## src/rtl/uart_tx_cfg.sv

```systemverilog
// uart_tx_cfg: parametrised UART transmitter (DATA_BITS, PARITY, STOP_BITS).
// Optional input FIFO enabled by defining the macro UART_TX_FIFO_EN.
// tx_pin is registered from the current FSM state, so the line lags the
// state by exactly one clock; send_done marks the last STOP-state clock.
module uart_tx_cfg #(
    parameter int CLK_FRE    = 50,
    parameter int UART_RATE  = 115200,
    parameter int DATA_BITS  = 8,
    parameter int PARITY     = 0,
    parameter int STOP_BITS  = 1,
    parameter int FIFO_DEPTH = 4
) (
    input  logic                 clk,
    input  logic                 rst_n,
    input  logic                 send_en,
    input  logic [DATA_BITS-1:0] send_data,
    output logic                 send_busy,
    output logic                 send_done,
    output logic                 tx_pin
);

    localparam int BIT_CLKS = CLK_FRE * 1000000 / UART_RATE;
    localparam int CNT_W    = (BIT_CLKS > 2) ? $clog2(BIT_CLKS) : 1;
    localparam int IDX_W    = $clog2(DATA_BITS);

    // Reject parameter sets that cannot form a legal frame.
    if (DATA_BITS < 5 || DATA_BITS > 9 || PARITY < 0 || PARITY > 2 ||
        (STOP_BITS != 1 && STOP_BITS != 2) || BIT_CLKS < 2) begin : g_bad_cfg
        $error("uart_tx_cfg: illegal parameter set");
    end

    typedef enum logic [2:0] {
        S_IDLE,
        S_START,
        S_DATA,
        S_PARITY,
        S_STOP
    } state_t;

    state_t               state;
    logic [CNT_W-1:0]     cnt;
    logic [IDX_W-1:0]     idx;
    logic                 stop_idx;
    logic [DATA_BITS-1:0] shreg;

    logic                 load;
    logic [DATA_BITS-1:0] load_word;
    logic                 bit_last;
    logic                 done_arm;
    logic                 par_bit;

    assign bit_last = (cnt == CNT_W'(BIT_CLKS - 1));
    assign done_arm = (cnt == CNT_W'(BIT_CLKS - 2));
    assign par_bit  = (PARITY == 1) ? ~^shreg : ^shreg;

`ifdef UART_TX_FIFO_EN
    localparam int FIFO_AW = $clog2(FIFO_DEPTH);

    if (FIFO_DEPTH < 2 || FIFO_DEPTH > 16 ||
        (FIFO_DEPTH & (FIFO_DEPTH - 1)) != 0) begin : g_bad_fifo
        $error("uart_tx_cfg: FIFO_DEPTH must be a power of two in 2..16");
    end

    logic [DATA_BITS-1:0] mem [FIFO_DEPTH];
    logic [FIFO_AW-1:0]   wr_ptr;
    logic [FIFO_AW-1:0]   rd_ptr;
    logic [FIFO_AW:0]     count;
    logic                 full;
    logic                 empty;
    logic                 push;
    logic                 pop;

    assign full      = (count == (FIFO_AW + 1)'(FIFO_DEPTH));
    assign empty     = (count == '0);
    assign push      = send_en && !full;
    assign pop       = (state == S_IDLE) && !empty;
    assign load      = pop;
    assign load_word = mem[rd_ptr];
    assign send_busy = full;

    // FIFO pointers and occupancy; simultaneous push and pop leave count unchanged.
    always_ff @(posedge clk or negedge rst_n) begin
        if (!rst_n) begin
            wr_ptr <= '0;
            rd_ptr <= '0;
            count  <= '0;
        end else begin
            if (push)
                wr_ptr <= wr_ptr + FIFO_AW'(1);
            if (pop)
                rd_ptr <= rd_ptr + FIFO_AW'(1);
            case ({push, pop})
                2'b10:   count <= count + (FIFO_AW + 1)'(1);
                2'b01:   count <= count - (FIFO_AW + 1)'(1);
                default: count <= count;
            endcase
        end
    end

    // FIFO storage; contents are only meaningful between the pointers.
    always_ff @(posedge clk) begin
        if (push)
            mem[wr_ptr] <= send_data;
    end
`else
    if (FIFO_DEPTH < 1) begin : g_bad_fifo
        $error("uart_tx_cfg: FIFO_DEPTH must be positive");
    end

    assign load      = (state == S_IDLE) && send_en;
    assign load_word = send_data;
    assign send_busy = (state != S_IDLE);
`endif

    // Frame sequencer; tx_pin and send_done are registered here.
    always_ff @(posedge clk or negedge rst_n) begin
        if (!rst_n) begin
            state     <= S_IDLE;
            cnt       <= '0;
            idx       <= '0;
            stop_idx  <= 1'b0;
            shreg     <= '0;
            tx_pin    <= 1'b1;
            send_done <= 1'b0;
        end else begin
            send_done <= 1'b0;
            case (state)
                S_IDLE: begin
                    tx_pin   <= 1'b1;
                    cnt      <= '0;
                    idx      <= '0;
                    stop_idx <= 1'b0;
                    if (load) begin
                        shreg <= load_word;
                        state <= S_START;
                    end
                end
                S_START: begin
                    tx_pin <= 1'b0;
                    if (bit_last) begin
                        cnt   <= '0;
                        state <= S_DATA;
                    end else begin
                        cnt <= cnt + CNT_W'(1);
                    end
                end
                S_DATA: begin
                    tx_pin <= shreg[idx];
                    if (bit_last) begin
                        cnt <= '0;
                        if (idx == IDX_W'(DATA_BITS - 1)) begin
                            idx   <= '0;
                            state <= (PARITY != 0) ? S_PARITY : S_STOP;
                        end else begin
                            idx <= idx + IDX_W'(1);
                        end
                    end else begin
                        cnt <= cnt + CNT_W'(1);
                    end
                end
                S_PARITY: begin
                    tx_pin <= par_bit;
                    if (bit_last) begin
                        cnt   <= '0;
                        state <= S_STOP;
                    end else begin
                        cnt <= cnt + CNT_W'(1);
                    end
                end
                S_STOP: begin
                    tx_pin <= 1'b1;
                    if (done_arm && stop_idx == 1'(STOP_BITS - 1))
                        send_done <= 1'b1;
                    if (bit_last) begin
                        cnt <= '0;
                        if (stop_idx == 1'(STOP_BITS - 1)) begin
                            stop_idx <= 1'b0;
                            state    <= S_IDLE;
                        end else begin
                            stop_idx <= 1'b1;
                        end
                    end else begin
                        cnt <= cnt + CNT_W'(1);
                    end
                end
                default: begin
                    tx_pin <= 1'b1;
                    state  <= S_IDLE;
                end
            endcase
        end
    end

endmodule
```

## config.mk

```make
export PLATFORM = sky130hd
export DESIGN_NAME = uart_tx_cfg
export DESIGN_NICKNAME = d
export VERILOG_FILES = /design/src/rtl/uart_tx_cfg.sv
export SDC_FILE = /design/constraint.sdc
export NUM_CORES = 1
export LEC_CHECK = 0
export CAP_MARGIN = 20
export CELL_PAD_IN_SITES_DETAIL_PLACEMENT = 1
export CELL_PAD_IN_SITES_GLOBAL_PLACEMENT = 1
export CORE_MARGIN = 2
export CORE_UTILIZATION = 36
export DETAILED_ROUTE_END_ITERATION = 6
export PLACE_DENSITY = 0.72
export SLEW_MARGIN = 10
export SYNTH_ARGS = -nofsm -noshare
export SYNTH_HDL_FRONTEND = slang
export SYNTH_SLANG_ARGS = --single-unit
```

## constraint.sdc

```tcl
create_clock -name clk -period 1.9 [get_ports clk]
set_clock_uncertainty 0.15 [all_clocks]
set_input_delay 0.19 -clock clk [delete_from_list [all_inputs] [get_ports clk]]
set_output_delay 0.19 -clock clk [all_outputs]
set_load 0.05 [all_outputs]
```

* Word-level counts from Yosys, hierarchy flattened
Index checks and enable logic that the tools add are counted.
Storage, ports and cells: bits in registers 26, input port bits 11, output and inout port bits 3, word-level logic and storage cells 59
Cells by class: add/subtract/negate cells 2, magnitude comparators 1, equality and inequality tests 14, multiplexer cells 21, bitwise gates (word level) 1, reduce and logical (&&, ||, !) cells 13
Operator list (count):
- 3-bit 2-to-1 mux | 9
- 9-bit equality test (second input constant) | 2
- 9-bit case mux with 2 select lines | 1
- 3-bit case mux with 5 select lines | 1
- 2-bit != test (second input constant) | 7
- 9-bit by 1-bit adder with 9-bit output (second input constant) | 1
- 9-bit 2-to-1 mux | 1
- 8-bit XOR reduction | 1
- 7-bit AND reduction | 1
- 3-bit by 2-bit equality test with 1-bit output (second input constant) | 2
- 3-bit equality test (second input constant) | 2
- 3-bit case mux with 2 select lines | 1
- 2-bit AND reduction | 3
- 2-bit nonzero test | 3
- 1-bit 2-to-1 mux | 5
- 3-bit by 4-bit less-than comparator with 1-bit output (second input constant) | 1
- 4-bit OR reduction | 1
- 3-bit by 1-bit adder with 3-bit output (second input constant) | 1
- 1-bit binary-select mux with 3-bit select | 1
- 3-bit by 1-bit equality test with 1-bit output (second input constant) | 1
- 3-bit logical NOT | 1
- 1-bit case mux with 3 select lines | 1
- 3-bit nonzero test | 1
- 1-bit logical AND | 2
- other kinds (2) | 2

* Longest topological paths before layout
depth after elaboration 4, gate-level depth with buffers 6, depth with buffers taken out 5

* Worst setup path after synthesis
No wires, ideal clock.
path type reg-to-reg, from register state[0], to register shreg[0], library setup time 125 ps, arrival time 1361 ps, setup slack 264 ps, cell stages (with the launch flop) 6, clock period less this slack 1636 ps, cells stage by stage dfrtp_1 -> buf_2 -> nor3_4 -> and2_1 -> buf_4 -> mux2_2
Between the ends: cells in the longest elaborated chain, start to end 3
RTL lines:
- start, declared | RTL line 40 | state_t state;
- start signal, assigned | RTL line 153 | state <= (PARITY != 0) ? S_PARITY : S_STOP;
- 3-bit logical NOT * | RTL line 110, 127
- 1-bit logical AND | RTL line 110 | assign load = (state == S_IDLE) && send_en;
- 2-bit AND reduction (no line) *
- end signal, assigned | RTL line 134 | shreg <= load_word;
- end, declared | RTL line 44 | logic [DATA_BITS-1:0] shreg;
Mark *: on every way between the ends. The rest lies on a longest branch, timed or not. A chain may end at the register's enable or synchronous reset.

* Worst setup path after layout
from register cnt[6], to register cnt[0]
Between the ends: cells in the longest elaborated chain, start to end 3
RTL lines:
- start, declared | RTL line 41 | logic [CNT_W-1:0] cnt;
- start signal, assigned | RTL line 144 | cnt <= cnt + CNT_W'(1);
- start signal, assigned | RTL line 158 | cnt <= cnt + CNT_W'(1);
- start signal, assigned | RTL line 167 | cnt <= cnt + CNT_W'(1);
- 9-bit equality test | RTL line 52 | assign bit_last = (cnt == CNT_W'(BIT_CLKS - 1));
- 9-bit 2-to-1 mux
- 9-bit case mux with 2 select lines | RTL line 127 | case (state)
Every way passes these cells.

==> results by group <==
Clock network
  • Clk_lat worst skew: 0.27 ns
  • CTS tree: done
  • Clock buffer depth: 2
  • Total CTS buffers: 3
  • CTS clock-pin slew for the worst setup and hold paths: 0.10 ns
  • H-tree depth: 1
  • Postcts setup bufs: 0
  • Clock Sinks: 26
  • Root Buffer: clkbuf_8

Worst setup path
  • CP required: 1.92 ns
  • Cells along the critical path: nor4b_4 > and3_2 > nor2_2 > a32o_1
  • R2R cell count: 4
  • Max stage delay on crit path: 0.44 ns
  • Worst-path fanout max: 10
  • Crit. End Element: flip-flop
  • WP buf/inv: 0
  • Worst r2r src: cnt[6]
  • Setup Crit Path Kind: flip-flop to flip-flop
  • Critical Path Start: cnt[6]
  • WP data arrival: 1.77 ns
  • Instance count on the critical path: 4
  • Slowest CP cell: dfrtp_1
  • Family with the most delay on the worst path: simple AND/OR/NAND/NOR gates
  • R2r endpoint: cnt[0]
  • Worst setup SP type: flip-flop
  • Setup crit end: cnt[0]
  • R2R setup slack: 0.15 ns

Routing
  • Iter 0 DRT Violations: 49
  • Routed vias: 1,139
  • 1st-pass router iterations: 4
  • Final wirelength: 3586 um
  • Post-DRT Antenna Nets: 0
  • Vias per cell: 5.424
  • WL/cell: 17.08 um
  • DRC: 0

Finish
  • Diodes inserted: 0
  • Layout cells sized above 1: 0.1813
  • Layout Nets: 177
  • Filler cells: 456
  • Final Util: 0.4363
  • Area growth, synth to finish: 17.03%

Synthesis
  • Synthesized area: 0.001491 mm2
  • Prevailing post-synth register cell: dfrtp_1
  • Top post-synthesis cells by area: dfrtp_1 (42%), mux2_2 (6.8%), ha_1 (4.2%)
  • Post-synth top cells: dfrtp_1 (25), mux2_2 (9), nand2_1 (9), nand3_1 (9), inv_1 (8)
  • Synth top area share: 0.4195
  • Sequential fraction of the synthesis area: 0.4371
  • Ys Warns: 0
  • #FFs+latches synth: 26
  • Gate count of the mapped netlist: 145
  • Post-synth EDFFs: 0
  • FFs w/ async S/R, synth: 1.000
  • Cell variety after synth: 47
  • Post-synth net total: 161
  • Avg Cell Area, Syn: 10.29 um2
  • Area leader, netlist: dfrtp_1
  • Most instantiated library cell after synthesis: dfrtp_1

Floorplanning
  • Die area: 0.004674 mm2
  • Die X: 68.37 um
  • Core Rows: 23
  • Placeable Area: 0.004000 mm2
  • Die height: 68.37 um
  • Top-level I/O count: 14
  • Initial Util: 0.3728

STA
  • Setup violators final: 0
  • Worst slew pin tran: 0.5220 ns
  • RSZ-0062 raised after global routing: no
  • Rel. slew slack: 0.6507
  • Final Hold Violating Endpoints: 0
  • Period minus WS final: 1.752 ns
  • Min Hold Slack: 0.1353 ns
  • Number of max-slew violations in the final report: 0
  • Final worst-path cycle share: 0.9222
  • Total negative slack: 0 ns
  • Achievable Freq: 570.7 MHz

Power
  • Power per cell area: 1081 mW/mm2
  • VDD IR-drop max: 0.0004321 V
  • Internal: 0.001284 W
  • Power share of the combinational group: 0.309
  • Leak pwr: 0.7056 nW
  • Clock power frac: 0.250
  • Sw Ratio: 0.3195
  • Reg power frac: 0.441
  • Switching pwr: 0.0006028 W

Global route
  • GR Util met2: 0.3083
  • Total global-route track usage: 0.1694
  • Initial antenna violation count: 0
  • GRT overflow: 0
  • First-pass GRT wire length: 5865 um
  • Met1 GRT Util: 0.2071
  • GRT met3 Usage: 0.01974
  • Pin count of the biggest net entering global routing: 27
  • Vias in the first global route: 1,251
  • GRT busiest layer: met2

Outcome
  • Status: completed

Place
  • DP Wirelength: 2756 um
  • Port Buffer Count: 13
  • Gpl congestion: 0.8035

Hold path
  • Type of the most critical hold path: input pin to async pin

Run
  • MaxCap Viol Count: 0
worst min-delay path by stage:
stage / start / to / slack [ns] / cells after the start
after floorplan: rst_n / cnt[0] / -0.26 / 0
final: rst_n / cnt[0] / 0.14 / 2
after detailed placement: stop_idx / send_done / 0.32 / 1
after global placement: stop_idx / send_done / 0.31 / 1
after CTS: rst_n / cnt[5] / 0.14 / 2
after global routing: rst_n / cnt[5] / 0.15 / 2
final cells by class:
cell class              instances  area [um2]  area share
multi-input cells             103       759.5      0.4351
flip-flops and latches         26       651.9      0.3735
repair buffers                 19       170.2     0.09749
well taps                      50       62.56     0.03584
clock buffers                   3       41.29     0.02366
clock inverters                 1       30.03     0.01720
inverters                       8       30.03     0.01720
metal layers:
layer  part of all wire  vias up
met3              0.017        2
met1               0.44      573
met5                  0        -
met2               0.54        9
met4             0.0047        0
li1                   -      555
cells in the final DEF, fill, tap and decap left out, types with 7 or more instances in the layout:
cell type,synthesis,routed
dfrtp_1,25,25
clkdlybuf4s50_1,0,11
mux2_2,9,9
xnor2_1,7,7
buf_4,1,8
nand3_1,9,9
nand2_1,9,9
inv_1,8,8
cell families (layout without fill, tap and decap cells):
group,after synthesis,after routing,share of synthesized area
xor gates and xnor gates,7,7,0.04111
buffers and inverters,16,31,0.05453
AOI/OAI and AO/OA,33,33,0.1451
adders and majority gates,5,5,0.04195
DFF,26,26,0.4371
muxes,11,11,0.08977
and+or+nand+nor,47,47,0.1904
timing repair:
item / 4_1_cts / 5_1_grt
endpoints found under the setup margin: 0 / 3
resized for setup: 0 / 1
hold buffers: 0 / 0
power groups by stage:
stage | clock [W] | sequential (W) | combinational [W]
6_report | 0.000472 | 0.000832 | 0.000583
4_1_cts | 0.000481 | 0.000833 | 0.000593
5_1_grt | 0.000505 | 0.000860 | 0.000645
3_3_place_gp | 0 | 0.000830 | 0.000563
2_1_floorplan | 0 | 0.000805 | 0.000460
3_5_place_dp | 0 | 0.000844 | 0.000593
sequential cells by signal (all words and copies together), names as in the netlist:
| signal | flops |
|---|---|
| cnt | 9 |
| idx | 3 |
| send_done | 1 |
| shreg | 8 |
| state | 3 |
| stop_idx | 1 |
| tx_pin | 1 |
metrics by stage:
step	total power (W)	worst slack, ns	instance area [um2]	instances
final	0.001886	0.1477	1745	210
after floorplan	0.001265	0.2644	1491	145
after CTS	0.001907	0.03147	1744	210
after global routing	0.002009	0.05249	1745	210
after global placement	0.001393	0.1423	1673	206
after detailed placement	0.001437	0.03725	1673	206
Note: power is estimated with default switching activity, not from simulation.
